File: src/rtl/multicycle_cpu_controller.sv
`default_nettype none
// ============================================================================
// Module   : multicycle_cpu_controller
// Brief    : Multi-cycle MIPS control FSM (fetch/decode/execute/mem/writeback/jump)
//            with ready-handshaked memory and one-hot memory-mapped I/O select.
//            Optional bus timeout: define CPU_CONTROLLER_BUS_TIMEOUT_EN.
// Revision : 1.0 - initial release
// ============================================================================
module multicycle_cpu_controller #(
  parameter int IO_DEVICE_COUNT = 16,
  parameter int IO_INDEX_LSB    = 4,
  parameter int IO_INDEX_WIDTH  = 4,
  parameter int TIMEOUT_CYCLES  = 255
) (
  input  logic                       iClock,
  input  logic                       iReset,
  input  logic [5:0]                 iOperationCode,
  input  logic [5:0]                 iFunctionCode,
  input  logic [31:0]                iAluAddress,
  input  logic                       iInstrReady,
  input  logic                       iBusReady,
  output logic                       oInstrRequest,
  output logic                       oIrWrite,
  output logic                       oPcWrite,
  output logic [1:0]                 oPcSource,
  output logic                       oBranchEvaluate,
  output logic                       oIsBne,
  output logic [1:0]                 oAluOp,
  output logic                       oIsAluSource2FromImm,
  output logic                       oIsShift,
  output logic [1:0]                 oRegDst,
  output logic [1:0]                 oRegSource,
  output logic                       oDoWriteReg,
  output logic                       oDoMemoryRead,
  output logic                       oDoMemoryWrite,
  output logic                       oIoRead,
  output logic                       oIoWrite,
  output logic [IO_DEVICE_COUNT-1:0] oIoSelect,
  output logic                       oIllegalInstr,
  output logic                       oBusError
);

  localparam logic [2:0] FETCH     = 3'd0;
  localparam logic [2:0] DECODE    = 3'd1;
  localparam logic [2:0] EXECUTE   = 3'd2;
  localparam logic [2:0] MEM       = 3'd3;
  localparam logic [2:0] WRITEBACK = 3'd4;
  localparam logic [2:0] JUMP      = 3'd5;

  localparam logic [5:0] OP_RTYPE = 6'b000000;
  localparam logic [5:0] OP_J     = 6'b000010;
  localparam logic [5:0] OP_JAL   = 6'b000011;
  localparam logic [5:0] OP_BEQ   = 6'b000100;
  localparam logic [5:0] OP_BNE   = 6'b000101;
  localparam logic [5:0] OP_LW    = 6'b100011;
  localparam logic [5:0] OP_SW    = 6'b101011;
  localparam logic [5:0] FN_JR    = 6'b001000;

  logic [2:0]                rState, wNextState;
  logic [5:0]                rOpcode, rFunct;
  logic                      rIsIo;
  logic [IO_INDEX_WIDTH-1:0] rIoIndex;
  logic                      wTimeout;

  logic wIsRType, wIsArithI, wIsLoad, wIsStore, wIsBranch, wIsJr, wIsJal, wIsShift;
  logic wNewIsJump, wNewIsLegal, wAddrIsIo, wIoActive, wUnusedAddressBits;
  logic [IO_INDEX_WIDTH-1:0] wAddrIndex;

  assign wIsRType  = (rOpcode == OP_RTYPE);
  assign wIsArithI = (rOpcode[5:3] == 3'b001);
  assign wIsLoad   = (rOpcode == OP_LW);
  assign wIsStore  = (rOpcode == OP_SW);
  assign wIsBranch = (rOpcode == OP_BEQ) || (rOpcode == OP_BNE);
  assign wIsJal    = (rOpcode == OP_JAL);
  assign wIsJr     = wIsRType && (rFunct == FN_JR);
  assign wIsShift  = wIsRType && (rFunct inside {6'b000000, 6'b000010, 6'b000011,
                                                 6'b000100, 6'b000110, 6'b000111});

  // DECODE is the only state that looks at the live instruction register.
  assign wNewIsJump  = (iOperationCode == OP_J) || (iOperationCode == OP_JAL);
  assign wNewIsLegal = (iOperationCode == OP_RTYPE) || wNewIsJump ||
                       (iOperationCode == OP_BEQ) || (iOperationCode == OP_BNE) ||
                       (iOperationCode[5:3] == 3'b001) ||
                       (iOperationCode == OP_LW) || (iOperationCode == OP_SW);

  assign wAddrIsIo          = &iAluAddress[31:10];
  assign wAddrIndex         = iAluAddress[IO_INDEX_LSB +: IO_INDEX_WIDTH];
  assign wUnusedAddressBits = ^iAluAddress[9:0];

  always_comb begin
    wNextState = rState;
    case (rState)
      FETCH: begin
        if (iInstrReady)   wNextState = DECODE;
        else if (wTimeout) wNextState = FETCH;
      end
      DECODE: begin
        if (wNewIsJump)        wNextState = JUMP;
        else if (!wNewIsLegal) wNextState = FETCH;
        else                   wNextState = EXECUTE;
      end
      EXECUTE: begin
        if (wIsBranch || wIsJr)     wNextState = FETCH;
        else if (wIsLoad || wIsStore) wNextState = MEM;
        else                        wNextState = WRITEBACK;
      end
      MEM: begin
        if (iBusReady)     wNextState = wIsLoad ? WRITEBACK : FETCH;
        else if (wTimeout) wNextState = FETCH;
      end
      default: wNextState = FETCH;
    endcase
  end

  always_ff @(posedge iClock or posedge iReset) begin
    if (iReset) begin
      rState   <= FETCH;
      rOpcode  <= '0;
      rFunct   <= '0;
      rIsIo    <= 1'b0;
      rIoIndex <= '0;
    end else begin
      rState <= wNextState;
      if (rState == DECODE) begin
        rOpcode <= iOperationCode;
        rFunct  <= iFunctionCode;
      end
      // Address decode captured on MEM entry so selects stay glitch-free while waiting.
      if (rState == EXECUTE) begin
        rIsIo    <= wAddrIsIo;
        rIoIndex <= wAddrIndex;
      end
    end
  end

`ifdef CPU_CONTROLLER_BUS_TIMEOUT_EN
  localparam int WAIT_WIDTH = ($clog2(TIMEOUT_CYCLES + 1) > 8) ? $clog2(TIMEOUT_CYCLES + 1) : 8;
  logic [WAIT_WIDTH-1:0] rWaitCount;
  logic                  wWaiting;

  assign wWaiting = ((rState == FETCH) && !iInstrReady) || ((rState == MEM) && !iBusReady);
  assign wTimeout = wWaiting && (rWaitCount == WAIT_WIDTH'(TIMEOUT_CYCLES - 1));
  assign oBusError = wTimeout && !iReset;

  always_ff @(posedge iClock or posedge iReset) begin
    if (iReset)                                         rWaitCount <= '0;
    else if (!wWaiting || wTimeout || (wNextState != rState)) rWaitCount <= '0;
    else                                                rWaitCount <= rWaitCount + 1'b1;
  end
`else
  // No wait limit: the parameter only remains for interface compatibility.
  assign wTimeout  = 1'b0 & (TIMEOUT_CYCLES == 0);
  assign oBusError = 1'b0;
`endif

  assign wIoActive = !iReset && (rState == MEM) && rIsIo;

  for (genvar i = 0; i < IO_DEVICE_COUNT; i++) begin : g_ioSelect
    assign oIoSelect[i] = wIoActive && (rIoIndex == IO_INDEX_WIDTH'(i));
  end

  always_comb begin
    oInstrRequest        = 1'b0;
    oIrWrite             = 1'b0;
    oPcWrite             = 1'b0;
    oPcSource            = 2'b00;
    oBranchEvaluate      = 1'b0;
    oIsBne               = 1'b0;
    oAluOp               = 2'b00;
    oIsAluSource2FromImm = 1'b0;
    oIsShift             = 1'b0;
    oRegDst              = 2'b00;
    oRegSource           = 2'b00;
    oDoWriteReg          = 1'b0;
    oDoMemoryRead        = 1'b0;
    oDoMemoryWrite       = 1'b0;
    oIoRead              = 1'b0;
    oIoWrite             = 1'b0;
    oIllegalInstr        = 1'b0;
    if (!iReset) begin
      case (rState)
        FETCH: begin
          oInstrRequest = 1'b1;
          oIrWrite      = iInstrReady;
          oPcWrite      = iInstrReady;
        end
        DECODE: oIllegalInstr = !wNewIsLegal;
        EXECUTE: begin
          oAluOp               = wIsBranch ? 2'b01 : ((wIsLoad || wIsStore) ? 2'b00 : 2'b10);
          oIsAluSource2FromImm = wIsArithI || wIsLoad || wIsStore;
          oIsShift             = wIsShift;
          if (wIsBranch) begin
            oBranchEvaluate = 1'b1;
            oPcSource       = 2'b01;
            oIsBne          = (rOpcode == OP_BNE);
          end
          if (wIsJr) begin
            oPcWrite  = 1'b1;
            oPcSource = 2'b11;
          end
        end
        MEM: begin
          oDoMemoryRead  = !rIsIo && wIsLoad;
          oDoMemoryWrite = !rIsIo && wIsStore;
          oIoRead        = rIsIo && wIsLoad;
          oIoWrite       = rIsIo && wIsStore;
        end
        WRITEBACK: begin
          oDoWriteReg = 1'b1;
          if (wIsLoad)       oRegSource = 2'b01;
          else if (wIsRType) oRegDst    = 2'b01;
        end
        JUMP: begin
          oPcWrite  = 1'b1;
          oPcSource = 2'b10;
          if (wIsJal) begin
            oDoWriteReg = 1'b1;
            oRegDst     = 2'b10;
            oRegSource  = 2'b10;
          end
        end
        default: ;
      endcase
    end
  end

endmodule
`default_nettype wire

File: config.mk
export PLATFORM = sky130hd
export DESIGN_NAME = multicycle_cpu_controller
export DESIGN_NICKNAME = d
export VERILOG_FILES = /design/src/rtl/multicycle_cpu_controller.sv
export SDC_FILE = /design/constraint.sdc
export NUM_CORES = 1
export LEC_CHECK = 0
export CORE_MARGIN = 5
export CORE_UTILIZATION = 36
export CTS_CLUSTER_DIAMETER = 100
export CTS_CLUSTER_SIZE = 12
export DETAILED_ROUTE_END_ITERATION = 6
export HOLD_SLACK_MARGIN = 0.03
export PLACE_DENSITY = 0.8
export SLEW_MARGIN = 10
export SYNTH_ARGS = -nofsm -noshare
export SYNTH_HDL_FRONTEND = slang
export SYNTH_SLANG_ARGS = --single-unit
File: constraint.sdc
create_clock -name iClock -period 2.4 [get_ports iClock]
set_input_delay 0.48 -clock iClock [delete_from_list [all_inputs] [get_ports iClock]]
set_output_delay 0.48 -clock iClock [all_outputs]
set_load 0.01 [all_outputs]
# Word level (Yosys, flattened, before mapping)
# Cells that the tools add are included.
# classes
eq_ne,41
mux,54
n_reduce_logical,47
# ops
cell,n
"== test 6 x 3 -> 1 bit, second input constant",7
"== test 4 bit, second input constant",8
2-to-1 mux 1 bit,32
"== test 6 x 2 -> 1 bit, second input constant",5
"== test 6 bit, second input constant",4
logical AND 1 bit,24
AND reduction 22 bit,1
2-to-1 mux 2 bit,10
logical NOT 6 bit,3
2-to-1 mux 3 bit,6
"== test 4 x 3 -> 1 bit, second input constant",4
logical OR 1 bit,12
case mux 2 bit (2 select lines),3
case mux 3 bit (4 select lines),1
"== test 3 x 1 -> 1 bit, second input constant",3
"== test 4 x 2 -> 1 bit, second input constant",2
"== test 3 x 2 -> 1 bit, second input constant",2
"== test 3 bit, second input constant",2
"== test 6 x 4 -> 1 bit, second input constant",1
nonzero test 6 bit,1
"== test 4 x 1 -> 1 bit, second input constant",1
logical NOT 4 bit,1
"inequality test 2 bit, second input constant",2
logical NOT 1 bit,3
other kinds (4),4
# word_totals
ff_bits,20
in_bits,48
output_inout_bits,38
word_cells,147

# Depth between registers and ports, before layout
# Gate-level depths: netlist of the first run.
# logic_depth
depth_word,11
depth_mapped,5
depth_no_buf,4

# Worst setup path before layout of the first run
# No wires, ideal clock.
# synth_timing
path_kind,register -> output
start,register rOpcode[3]
end,output oIsShift
arrival_ns,1.608
required_time_ns,1.920
setup_slack_ns,0.312
path_stages_with_launch,4
path_buffers,0
cell_sequence,dfrtp_1 > nor4_1 > nand2_1 > a2111oi_0
# synth_via
elab_chain_cells,4
# synth_rtl
item,line_no,text
start: declaration,60,"logic [5:0] rOpcode, rFunct;"
start signal: assignment,125,rOpcode <= iOperationCode;
logical NOT 6 bit,69,assign wIsRType = (rOpcode == OP_RTYPE);
logical AND 1 bit,76,"assign wIsShift = wIsRType && (rFunct inside {6'b000000, 6'b000010, 6'b000011,"
2-to-1 mux 1 bit,181,case (rState)
2-to-1 mux 1 bit,180,if (!iReset) begin
end: declaration,30,"output logic oIsShift,"
# No other way between the ends.

# Final worst setup path of the first run
# layout_timing
start,register rOpcode[4]
end,output oDoMemoryRead
# layout_via
elab_chain_cells,4
# layout_rtl
item,line_no,text
== test 6 bit,71,assign wIsLoad = (rOpcode == OP_LW);
logical AND 1 bit,203,oDoMemoryRead = !rIsIo && wIsLoad;
2-to-1 mux 1 bit,181,
2-to-1 mux 1 bit,180,
end: declaration,34,"output logic oDoMemoryRead,"
# No other way between the ends.

==> metrics, run 1 <==
Fmax=0.410 GHz; Routed WL=4.46 mm; routed length on met2=2.36 mm; fill count=317; Reg area=504 um^2; hold depth=1; leak pwr=1.13 nW; CP Cell Sequence=nand2b_4 > or4_4 > or3_4 > nor3_4 > buf_2; largest net degree at the start of global routing=21; Post-synth top cells=22 x nor2_1, 20 x dfrtp_1, 15 x mux2_2, 11 x nand2_1, 10 x nor3_1; number of buffer cells added on primary ports=78; Arrival @ worst endpoint=1960 ps; vias in the first global route=1,560; final setup fails=1; Cell Rows=22; final hold violations=0; max layer used=met4; core box area=0.00363 mm^2; clock sink count=20; Internal Dissipation=0.00125 W; Clk network pwr share=12.4%; Reg2Reg Depth=5; vias per inst=5.07; initial antenna violation count=0; Max Cap Violations=0; H-tree Lvls=1; Avg Cell Area, Syn=8.82 um^2; Post-synth EDFFs=0; grt total ovfl=0; Synth Area in Simple Gates=35.5%; CP Launch Type=flip-flop; sequential cell area fraction in the yosys report=37.6%; cells after synthesis=151; CTS tree=done; Net Sw Frac=37.8%; Critical Path RT=1920 ps; CP max stage delay=490 ps; P_sw=0.000759 W; ranking of synthesized cells by area=dfrtp_1 38%, mux2_2 13%, nor2_1 6.2%; cell with the most instances after synthesis=nor2_1; Post-Syn Area=0.00133 mm^2; RSZ-0062 raised after global routing=true; Post-Synth XOR/XNOR Area=0%; first-pass GRT wire length=6.94 mm; post-synthesis compound-gate area fraction=9.12%; Die ar.=0.00501 mm^2; Final period util=102%; DRC viols=0; total global routing track utilization=16.8%; flop and latch count out of synthesis=20; cell taking the most area after synthesis=dfrtp_1; die height=70.8 um; Slowest-stage cell, CP=or4_4; failing checks=negative setup slack; DR WL met3=341 um; Final WS setup=-41.0 ps; Starting Density=36.6%; Worst Clk Skew=4.28 ps; crit path kind=reg -> out; WL/cell=14.3 um; Multi-input gate area=870 um^2; Die Span X=70.8 um; Final Slew Violations=0; share of layout cells above drive strength 1=37.9%; post-synthesis mux area share=12.7%; Initial DRC Count=74; number of CTS-inserted buffers=3; TNS Setup=-41.0 ps; synthesis-to-finish area growth=88.3%; RePlAce Congestion=0.788; Syn Nets=199; CTS max path bufs=2; WL met1=1.71 mm; CTS clock-pin slew for the worst setup and hold paths=70 ps; Sequential Power Share=35.2%; Top Ports=86; main combinational cell family by area after synthesis=simple AND/OR/NAND/NOR gates; DRT antenna net count=0; Top FF cell, synth=dfrtp_1; Max rail drop VDD=454 uV; YS warnings=0; Hold WC Path Type=reg -> reg; Comb power frac=52.4%; ys async rst share=100%; ant diodes=0; critical path fanouts, max=3; PwrDens=801 mW/mm^2; Synth Area in Adders=0%; post-layout util=69.0%; Final nets=313; CTS Hold Buffers Added=0; Synth cell types=40; hpwl dp=3.25 mm; Root Driver=clkbuf_8; clk_lat worst skew=250 ps; Synth top area share=37.6%; outcome=finished with violations; drt first pass iters=4; Tmin final=2440 ps; vias post-DR=1,581; Setup crit end kind=output port
==> worst max-delay path: cells and delay by family, from the launching register on <==
kind	cells	cell delay, ps
simple gates	4	1130
flops	1	440
buf+inv	1	150
==> cell families (layout without fill, tap and decap cells) <==
family                 count (synthesis)  in the layout
buffers and inverters                 13            126
flip-flops                            20             20
other                                  1              1
AO/OA/AOI/OAI                         18             18
multiplexers                          15             15
AND/OR/NAND/NOR                       84             84
==> area by class of cell <==
class	count	area share (%)
timing repair buffer	117	39.8
multi-input combinational	118	34.7
sequential	20	20.1
tap	48	2.40
clock buffer	4	2.20
inverter	5	0.749
==> path summary, 6_finish.rpt <==
kind                             from             to  slack, ps
setup / recovery           rOpcode[4]  oDoMemoryRead        -40
min in group asynchronous      iReset     rOpcode[5]        680
max in group asynchronous      iReset     rOpcode[4]       1500
setup reg to reg           rOpcode[4]      rState[2]        620
hold reg to reg             rFunct[2]      rFunct[2]        530
hold / removal              rFunct[2]      rFunct[2]        530
==> layer usage <==
| metal | vias up | GRT usage, % |
|---|---|---|
| met3 | 6 | 3.13 |
| li1 | 781 | - |
| met5 | - | 0 |
| met1 | 732 | 20.2 |
| met2 | 62 | 30.1 |
| met4 | 0 | 5.64 |
==> registers in the layout, summed over array words and instances, names as in the netlist <==
name      cells
rIoIndex      4
rFunct        6
rIsIo         1
rOpcode       6
rState        3
==> power by group through the flow <==
stage | sequential [W] | clock (W) | combinational [W]
2_1_floorplan | 0.000633 | 0 | 0.000499
3_3_place_gp | 0.000667 | 0 | 0.000819
3_5_place_dp | 0.000677 | 0 | 0.000837
4_1_cts | 0.000672 | 0.000256 | 0.000945
5_1_grt | 0.000727 | 0.000271 | 0.00114
6_report | 0.000706 | 0.000248 | 0.00105
==> cells in the final DEF (no fill, tap or decap), types with 2 or more instances in the layout <==
cell type        Yosys  final
a21oi_1              6      6
and2_1               2      2
and3_1               2      2
buf_2                3      3
buf_4                3     38
clkbuf_2             0     12
clkbuf_8             0      4
clkdlybuf4s15_1      0      3
clkdlybuf4s50_1      0     42
dfrtp_1             20     17
dfrtp_2              0      3
dlygate4sd2_1        0     15
dlymetal6s2s_1       0      2
inv_1                5      5
mux2_2              15     15
nand2_1             11      9
nand2_2              0      2
nand2b_1             3      3
nand3_1              5      3
nand3_2              0      2
nand3b_1             2      2
nand4_1              7      7
nor2_1              22     19
nor2_2               0      3
nor3_1              10      9
nor3_4               0      2
nor4_2               0      3
nor4_4               0      2
o21ai_0              3      3
o31ai_1              2      2
or3_4                1      3
==> repair_timing <==
item | 4_1_cts | 5_1_grt
buffers inserted | 9 | 2
setup endpoints to repair | 37 | 24
resized for setup | 56 | 46
pin swaps | 4 | 1
cloned | 0 | 0
==> per-stage QoR <==
step           hold slack, ps  power [W]  worst slack, ps  cell area [um^2]  std cells
3_5_place_dp              499    0.00151             -446              2340        297
5_1_grt                   544    0.00214             -100              2510        312
6_report                  534    0.00201            -41.0              2510        312
2_1_floorplan             482    0.00113              312              1330        151
4_1_cts                   527    0.00187            -8.90              2470        310
3_3_place_gp              495    0.00149             -388              2340        297
Power figures use the tool's default switching activity.
==> run 2: changes to the inputs <==
CORE_UTILIZATION = 37   (was 36)
CTS_BUF_LIST = sky130_fd_sc_hd__clkbuf_4   (was unset)
PLACE_DENSITY = 0.82   (was 0.8)
==> run 2 against run 1 <==
Effect of this change:
- the flow still finishes with violations (negative setup slack)
- sequential cell count did not move
- count of clock-buffer cells in the layout down 1
- global-route usage rose by 1.3 points
- clock power fell by 31%
- routed wire length up 6.9%
- worst hold slack better by 19 ps
- fmax fell by 3.2%
- utilization grew 3.5 points
- first-iteration DRC count rose by 18%
- power fell by 2.4%
- critical endpoint unchanged
- die area down 2.3%
==> metrics, run 2 (same netlist as run 1, synthesis figures left out) <==
DRT antenna net count=0; Multi-input gate area=888 um^2; PwrDens=791 mW/mm^2; final hold violations=0; Final WS setup=-122 ps; failing checks=negative setup slack; Tmin final=2520 ps; Die Span X=70.0 um; Cell Rows=21; Reg area=502 um^2; CTS clock-pin slew for the worst setup and hold paths=120 ps; placed cells=295; reg2reg setup slack=620 ps; Max Cap Violations=0; Hold WC Path Type=reg -> reg; CTS tree=done; synthesis-to-finish area growth=85.9%; Finished Layout Cells=312; Top Ports=86; final setup fails=2; Reg2Reg Depth=5; outcome=finished with violations; vias in the first global route=1,605; clock sink count=20; Final period util=105%; CTS Hold Buffers Added=0; CTS max path bufs=2; crit path kind=reg -> out; Worst Clk Skew=7.92 ps; Root Driver=clkbuf_4; Top Registers=rFunct (6), rOpcode (6), rIoIndex (4); Final Slew Violations=0; share of layout cells above drive strength 1=40.2%; vias post-DR=1,619; TNS Setup=-128 ps; WL/cell=15.3 um; RePlAce Congestion=0.847; critical path fanouts, max=3; clk_lat worst skew=310 ps; total global routing track utilization=18.1%; pre-CTS WS=-405 ps; leak pwr=1.11 nW; largest net degree at the start of global routing=21; Max rail drop VDD=497 uV; commonest non-fill, non-tap cells in the layout=42 x buf_4, 40 x clkdlybuf4s50_1, 19 x nor2_1, 19 x dfrtp_1; CP Launch Type=flip-flop; fill count=273; Critical Path RT=1920 ps; most common cell after layout, fill and taps aside=buf_4; Setup crit end kind=output port; die height=70.0 um; drt first pass iters=4; Die ar.=0.00490 mm^2; ant diodes=0; vias per inst=5.19; Starting Density=39.0%; grt total ovfl=0; initial antenna violation count=0; first-pass GRT wire length=7.36 mm; number of CTS-inserted buffers=3; Power Total=0.00196 W; Routed WL=4.77 mm; hpwl dp=3.31 mm; H-tree Lvls=1; RSZ-0062 raised after global routing=true; Initial DRC Count=87; hold depth=1; number of buffer cells added on primary ports=78; Fmax=0.397 GHz; DRC viols=0; Arrival @ worst endpoint=2040 ps; core box area=0.00342 mm^2; post-layout util=72.5%; Final nets=315
run 2: changes by cell type in the layout (fill, tap and decap cells not counted), sizes merged:
| cell | change |
|---|---|
| buf | +7 |
| clkbuf | -2 |
| clkdlybuf4s50 | -2 |
| clkdlybuf4s15 | -1 |
| clkinv | +1 |
| dlymetal6s2s | -1 |
run 2: report_power, final:
group | internal [W] | switching (W) | total (W)
sequential | 0.000500 | 0.000214 | 0.000714
clock | 0.0000608 | 0.000111 | 0.000172
combinational | 0.000603 | 0.000469 | 0.00107
total | 0.00116 | 0.000794 | 0.00196
run 2: final cells by class:
cell class              count  share of cell area (%)
flip-flops and latches     20                    20.3
multi-input cells         118                    35.9
inverters                   5                   0.758
clock inverters             1                   0.152
clock buffers               3                   0.910
repair buffers            119                    39.7
well taps                  46                    2.33
run 2: repair_timing:
item | CTS | global route
endpoints found under the setup margin | 37 | 22
resized for setup | 67 | 47
endpoints found under the hold margin | 0 | 0
pin swaps | 1 | 5
buffers inserted | 8 | 5
run 2: per-layer routing:
layer | wire [um] | track usage, % | vias up
li1 | - | - | 787
met1 | 1840 | 21.6 | 767
met2 | 2530 | 32.5 | 61
met3 | 331 | 2.87 | 4
met4 | 63 | 6.60 | 0
met5 | 0 | 0 | -
run 2: through the flow:
step,hold WS (ps),instance area (um^2)
2_1_floorplan,482,1330
3_3_place_gp,492,2330
3_5_place_dp,497,2330
4_1_cts,551,2440
5_1_grt,559,2470
6_report,553,2470
run 2: path summary, 6_finish.rpt:
| kind | to | from |
|---|---|---|
| hold reg to reg | rFunct[2] | rFunct[2] |
| hold / removal | rFunct[2] | rFunct[2] |
| setup / recovery | oDoMemoryRead | rOpcode[2] |
| min in group asynchronous | rOpcode[2] | iReset |
| max in group asynchronous | rState[1] | iReset |
| setup reg to reg | rState[2] | rOpcode[2] |
run 2: critical path: stages (launching register included):
cell,delay [ps]
dfrtp_1,430
buf_4,150
or4_4,540
or3_4,350
nor3_2,110
buf_2,150
